===== config.mk =====
export PLATFORM = sky130hd
export DESIGN_NAME = id_ex_stage
export DESIGN_NICKNAME = d
export VERILOG_FILES = /design/src/rtl/id_ex_stage.sv
export SDC_FILE = /design/constraint.sdc
export NUM_CORES = 1
export LEC_CHECK = 0
export ABC_CLOCK_PERIOD_IN_PS = 11050
export BUFFER_PORTS_ARGS = -buffer_cell sky130_fd_sc_hd__buf_2
export CAP_MARGIN = 5
export CORE_AREA = 3 3 139 141
export DETAILED_ROUTE_END_ITERATION = 16
export DIE_AREA = 0 0 142 144
export GPL_ROUTABILITY_DRIVEN = 0
export PLACE_DENSITY = 0.73
export SLEW_MARGIN = 5
export SYNTH_ARGS = -nofsm -noshare
export SYNTH_HDL_FRONTEND = slang
export SYNTH_SLANG_ARGS = --single-unit

===== constraint.sdc =====
create_clock -name clk -period 11.05 [get_ports clk]
set_clock_uncertainty 0.15 [all_clocks]
set_input_delay 2.21 -clock clk [delete_from_list [all_inputs] [get_ports clk]]
set_output_delay 2.21 -clock clk [all_outputs]
set_load 0.02 [all_outputs]

===== src/rtl/id_ex_stage.sv =====
// ID/EX pipeline register: stall bubbles, flush squash, per-source operand bypass.
// Optional ID_EX_PERF_EN adds bubble/flush event counters.

module id_ex_opsel #(
   parameter int XLEN = 32
) (
   input  logic [4:0]      rs_i,
   input  logic            fwd_i,
   input  logic [XLEN-1:0] ex_result_i,
   input  logic            wb_we_i,
   input  logic [4:0]      wb_rd_i,
   input  logic [XLEN-1:0] wb_data_i,
   input  logic [XLEN-1:0] rf_data_i,
   output logic [XLEN-1:0] op_o
);
   // x0 beats every bypass source, including the EX forward.
   always_comb begin
      op_o = rf_data_i;
      if (rs_i == 5'd0)                    op_o = '0;
      else if (fwd_i)                      op_o = ex_result_i;
      else if (wb_we_i && wb_rd_i == rs_i) op_o = wb_data_i;
   end
endmodule

module id_ex_stage #(
   parameter int XLEN = 32,
   parameter int OPW  = 4
) (
   input  logic            clk,
   input  logic            rst,
   input  logic            if_id_valid,
   input  logic [31:0]     if_id_pc,
   input  logic [4:0]      rs1,
   input  logic [4:0]      rs2,
   input  logic [4:0]      rd,
   input  logic            dec_wb_we,
   input  logic [OPW-1:0]  dec_alu_op,
   input  logic [XLEN-1:0] dec_imm,
   input  logic [XLEN-1:0] rf_rs1_data,
   input  logic [XLEN-1:0] rf_rs2_data,
   input  logic            stall,
   input  logic            forward_rs1,
   input  logic            forward_rs2,
   input  logic [XLEN-1:0] ex_result,
   input  logic            wb_we,
   input  logic [4:0]      wb_rd,
   input  logic [XLEN-1:0] wb_data,
   input  logic            flush,
   output logic            if_id_hold,
   output logic            id_ex_valid,
   output logic            id_ex_wb_we,
   output logic [4:0]      id_ex_rd,
   output logic [31:0]     id_ex_pc,
   output logic [XLEN-1:0] id_ex_op_a,
   output logic [XLEN-1:0] id_ex_op_b,
   output logic [XLEN-1:0] id_ex_imm,
   output logic [OPW-1:0]  id_ex_alu_op
`ifdef ID_EX_PERF_EN
   ,
   output logic [31:0]     perf_bubbles,
   output logic [31:0]     perf_flushes
`endif
);
   localparam int NSRC = 2;

   logic [NSRC-1:0][4:0]      rs_idx;
   logic [NSRC-1:0]           fwd;
   logic [NSRC-1:0][XLEN-1:0] rf_data;
   logic [NSRC-1:0][XLEN-1:0] op_res;

   assign rs_idx  = {rs2, rs1};
   assign fwd     = {forward_rs2, forward_rs1};
   assign rf_data = {rf_rs2_data, rf_rs1_data};

   for (genvar g = 0; g < NSRC; g++) begin : g_src
      id_ex_opsel #(.XLEN(XLEN)) u_opsel (
         .rs_i       (rs_idx[g]),
         .fwd_i      (fwd[g]),
         .ex_result_i(ex_result),
         .wb_we_i    (wb_we),
         .wb_rd_i    (wb_rd),
         .wb_data_i  (wb_data),
         .rf_data_i  (rf_data[g]),
         .op_o       (op_res[g])
      );
   end

   logic            valid_q, valid_d;
   logic            we_q, we_d;
   logic [4:0]      rd_q, rd_d;
   logic [31:0]     pc_q, pc_d;
   logic [XLEN-1:0] a_q, a_d, b_q, b_d, imm_q, imm_d;
   logic [OPW-1:0]  op_q, op_d;
   logic            capture;

   // Every non-capture edge is a bubble; it clears rd/we so the hazard unit sees nothing.
   assign capture    = if_id_valid && !stall && !flush;
   assign if_id_hold = stall && !flush;

   always_comb begin
      valid_d = capture;
      we_d    = capture && dec_wb_we;
      rd_d    = capture ? rd : 5'd0;
      pc_d    = pc_q;
      a_d     = a_q;
      b_d     = b_q;
      imm_d   = imm_q;
      op_d    = op_q;
      if (capture) begin
         pc_d  = if_id_pc;
         a_d   = op_res[0];
         b_d   = op_res[1];
         imm_d = dec_imm;
         op_d  = dec_alu_op;
      end
   end

   always_ff @(posedge clk or posedge rst) begin
      if (rst) begin
         valid_q <= 1'b0;
         we_q    <= 1'b0;
         rd_q    <= '0;
         pc_q    <= '0;
         a_q     <= '0;
         b_q     <= '0;
         imm_q   <= '0;
         op_q    <= '0;
      end else begin
         valid_q <= valid_d;
         we_q    <= we_d;
         rd_q    <= rd_d;
         pc_q    <= pc_d;
         a_q     <= a_d;
         b_q     <= b_d;
         imm_q   <= imm_d;
         op_q    <= op_d;
      end
   end

   assign id_ex_valid  = valid_q;
   assign id_ex_wb_we  = we_q;
   assign id_ex_rd     = rd_q;
   assign id_ex_pc     = pc_q;
   assign id_ex_op_a   = a_q;
   assign id_ex_op_b   = b_q;
   assign id_ex_imm    = imm_q;
   assign id_ex_alu_op = op_q;

`ifdef ID_EX_PERF_EN
   logic [31:0] bub_q, bub_d, fl_q, fl_d;

   assign bub_d = bub_q + {31'd0, if_id_hold};
   assign fl_d  = fl_q + {31'd0, flush};

   always_ff @(posedge clk or posedge rst) begin
      if (rst) begin
         bub_q <= '0;
         fl_q  <= '0;
      end else begin
         bub_q <= bub_d;
         fl_q  <= fl_d;
      end
   end

   assign perf_bubbles = bub_q;
   assign perf_flushes = fl_q;
`endif
endmodule


**Yosys cells after proc, flatten, opt, wreduce, memory -nomap -nowiden**

Index checks and enable logic that the tools add are counted.

- Flip-flop bits (word level): 139

- Equal/unequal tests: 2
- Multiplexer cells: 7
- Reductions and logical operators: 10

Operators with widths:

| cell | number |
|---|---|
| two-way mux 32 bit | 6 |
| == test 5 bit | 2 |
| logical NOT 5 bit | 2 |
| logical AND 1 bit | 6 |
| two-way mux 5 bit | 1 |
| logical NOT 1 bit | 2 |

**Depth between registers and ports, before layout**

- Depth in word-level cells: 5
- Mapped depth: 7
- Gate-level depth less buffers: 5

**By module**

A second synthesis with hierarchy kept.

- Cells, all modules: 615
- Area, all modules: 6,914.1 um2

By module, submodules not included:

| module | instances | cells each | area each (um2) |
|---|---|---|---|
| id_ex_stage | 1 | 295 | 5,170.0 |
| id_ex_opsel | 2 | 160 | 872.1 |

**Least setup slack after synthesis**

No wires, ideal clock.

- Kind: input-to-output
- Start point: input port stall
- End point: output port if_id_hold
- Stages on the path: 1
- Buffers on the path: 0
- Required time: 8.690 ns
- Setup slack: 6.153 ns
- Arrival time: 2.537 ns
- Path through: nor2b_1

- Longest elaborated chain between the ends: 1

RTL lines:

| element | line | RTL |
|---|---|---|
| from (decl) | 41 | `input logic stall,` |
| logical AND 1 bit | 98 | `assign if_id_hold = stall && !flush;` |
| to (decl) | 49 | `output logic if_id_hold,` |

Every way passes these cells.

**Worst setup path in the final report**

- Start point: input port flush
- End point: output port if_id_hold

- Longest elaborated chain between the ends: 2

RTL lines:

| element | line | RTL |
|---|---|---|
| from (decl) | 48 | `input logic flush,` |
| logical NOT 1 bit | 98 |  |
| logical AND 1 bit | 98 |  |

Every way passes these cells.

==> qor.csv <==
metric,value,unit
status,finished clean,
Max Root-Sink Buffers,2,
mux contribution to synthesized area,0,%
Worst Hold Class,register to register,
Placed Area,0.008841,mm2
CTS root buf,clkbuf_16,
area of the mapped netlist,0.007028,mm2
post-synthesis sequential area ratio,49.49,%
multi-input combinational cell area,0.003012,mm2
Tcrit/Tclk final,44.74,%
pwr dens,173.5,mW/mm2
largest net degree at the start of global routing,78,
total track usage,25.93,%
maxcap violations,0,
final wirelength,27710,um
yosys warns,0,
# port buffers,364,
die width,142,um
register area,0.003478,mm2
Nets,1353,
required time worst endpoint,8.69,ns
I/O pin total,365,
CORE AREA,0.01809,mm2
Starting Density,38.86,%
xor/xnor share of the synthesized area,1.246,%
largest family of logic cells by synthesized area,compound AO/OA/AOI/OAI gates,
"Design Area, Final",0.009442,mm2
Remaining DRCs,0,
global route total overflow,0,
vias,7687,
Post-Synth Simple-Gate Area,14.05,%
clock sink total,139,
"commonest non-fill, non-tap cells in the layout","buf_2, nand2_1, dfrtp_1",
Mapped Cells,813,
Fill cells,1692,
initial DRC count,479,
final max-slew violation count,0,
Die H,144,um
fraction of layout instances using a drive strength above 1,36.63,%
Worst-Skew Late Latency,0.41,ns
unrepaired setup endpoints after global routing,false,
CTS tree,yes,
post-synthesis adder-cell area fraction,0,%
Die Area,0.02045,mm2
Critical Path Start Type,primary input,
postcts setup bufs,0,
"commonest non-fill, non-tap cell in the layout",buf_2,
Area Growth Syn to Fin,34.34,%
Avg Vias per Cell,5.591,
post-synthesis register bit count,139,
Post-Syn Area per Cell,8.645,um2
VDD IR max,0.09078,mV
Synth Area in Compound Gates,27.31,%
first-pass GRT wire length,41300,um
Setup CP Type,primary input to output port,
Setup TNS,0,ns
largest fanout on the critical path,2,
Synth cell types,25,
Post-CTS Hold Buffers,0,
H-tree depth,4,
worst slew pin tran,0.9883,ns
Tmin final,4.944,ns
Worst slew margin,34.12,%
CP endpoint kind,output port,
Wirelength per Cell,20.15,um
"Setup violations, final",0,
Antenna Nets Post-Route,0,
Final Power,0.001638,W
Fin. Hold Viols,0,
DP Wirelength,18920,um
Leakage,5.009,nW
drt pass-1 iters,9,
"Net Count, Synth",1038,
PostCTS Resize Cnt,0,
"Clk pin slew, worst setup/hold paths",0.06,ns
Std-Cell Rows,49,
vias in the first global route,7444,
initial antenna violation count,4,
CTS Buf Count,17,
WP data arrival,2.58,ns
FMAX,202.3,MHz
[critical path, stage by stage]
cell and delay, ns:
buf_2 0.11, nor2b_1 0.10, buf_2 0.17
[report_power, final]
group          internal, W  switching [W]  leakage [nW]  total, W
Combinational     0.000146       0.000278          2.99  0.000424
Sequential        0.000591      0.0000451          1.73  0.000636
Clock             0.000325       0.000253         0.284  0.000578
[cell usage after synthesis]
library cell,number,share of area (%)
nor2_2,1,0.089
and2_1,6,0.53
nand2b_4,2,0.39
dfrtp_1,139,49
a31oi_1,11,0.98
buf_4,8,0.85
o21ai_1,1,0.071
and4_1,2,0.25
nand4_1,13,1.2
clkbuf_1,45,2.4
inv_1,33,1.8
or3b_1,1,0.12
a21oi_1,117,8.3
a22oi_1,64,6.8
nor2_1,3,0.16
nor2b_1,1,0.089
xnor2_1,10,1.2
clkinv_4,1,0.12
buf_2,20,1.4
buf_1,1,0.053
a41oi_1,53,6.6
buf_6,8,1.3
nor3_1,2,0.14
nand2_1,208,11
o21ai_0,63,4.5
[through the flow]
| step | hold WS, ns | cells | setup WS (ns) | util (%) |
|---|---|---|---|---|
| floorplan | 0.4313 | 813 | 4.965 | - |
| global route | 0.3345 | 1373 | 6.044 | 52.18 |
| detailed placement | 0.3064 | 1338 | 5.959 | 48.88 |
| CTS | 0.3222 | 1370 | 6.098 | 52.13 |
| global placement | 0.3026 | 1338 | 6.013 | 48.88 |
| finish | 0.3174 | 1375 | 6.106 | 52.20 |
[final cells by class]
| type | count | share of cell area (%) |
|---|---|---|
| flip-flops and latches | 139 | 36.84 |
| multi-input cells | 558 | 31.90 |
| repair buffers | 378 | 20.41 |
| clock buffers | 18 | 4.651 |
| well taps | 229 | 3.035 |
| clock inverters | 14 | 1.577 |
| inverters | 34 | 1.458 |
| diodes | 5 | 0.1325 |
[path summary, 6_finish.rpt]
| kind | start | to | slack [ns] | depth (start not counted) |
|---|---|---|---|---|
| max | flush | if_id_hold | 6.11 | 3 |
| min | id_ex_pc[11] | id_ex_pc[11] | 0.32 | 2 |
| max reg2reg | id_ex_op_b[27] | id_ex_op_b[27] | 10.12 | 2 |
| min reg2reg | id_ex_pc[11] | id_ex_pc[11] | 0.32 | 2 |
| max in group asynchronous | rst | id_ex_op_b[12] | 7.57 | 3 |
| min in group asynchronous | rst | id_ex_imm[1] | 1.72 | 2 |
[cell families after synthesis]
| family | Yosys count |
|---|---|
| buffers and inverters | 116 |
| AO/OA/AOI/OAI | 309 |
| XOR/XNOR | 10 |
| flip-flops | 139 |
| AND/OR/NAND/NOR | 239 |
[routing by layer]
metal	GRT usage, %	share of wire, %	vias to the layer above
li1	-	-	3517
met1	32.71	40	3634
met2	42.66	48	490
met3	7.474	9.9	44
met4	9.394	2.0	2
met5	0	0.072	-
[flip-flops by register name, indices dropped and copies added (netlist names)]
name / flops
id_ex_imm: 32
id_ex_op_a: 32
id_ex_op_b: 32
id_ex_pc: 32
id_ex_rd: 5
id_ex_alu_op: 4
id_ex_valid: 1
id_ex_wb_we: 1
Power figures use the tool's default switching activity.
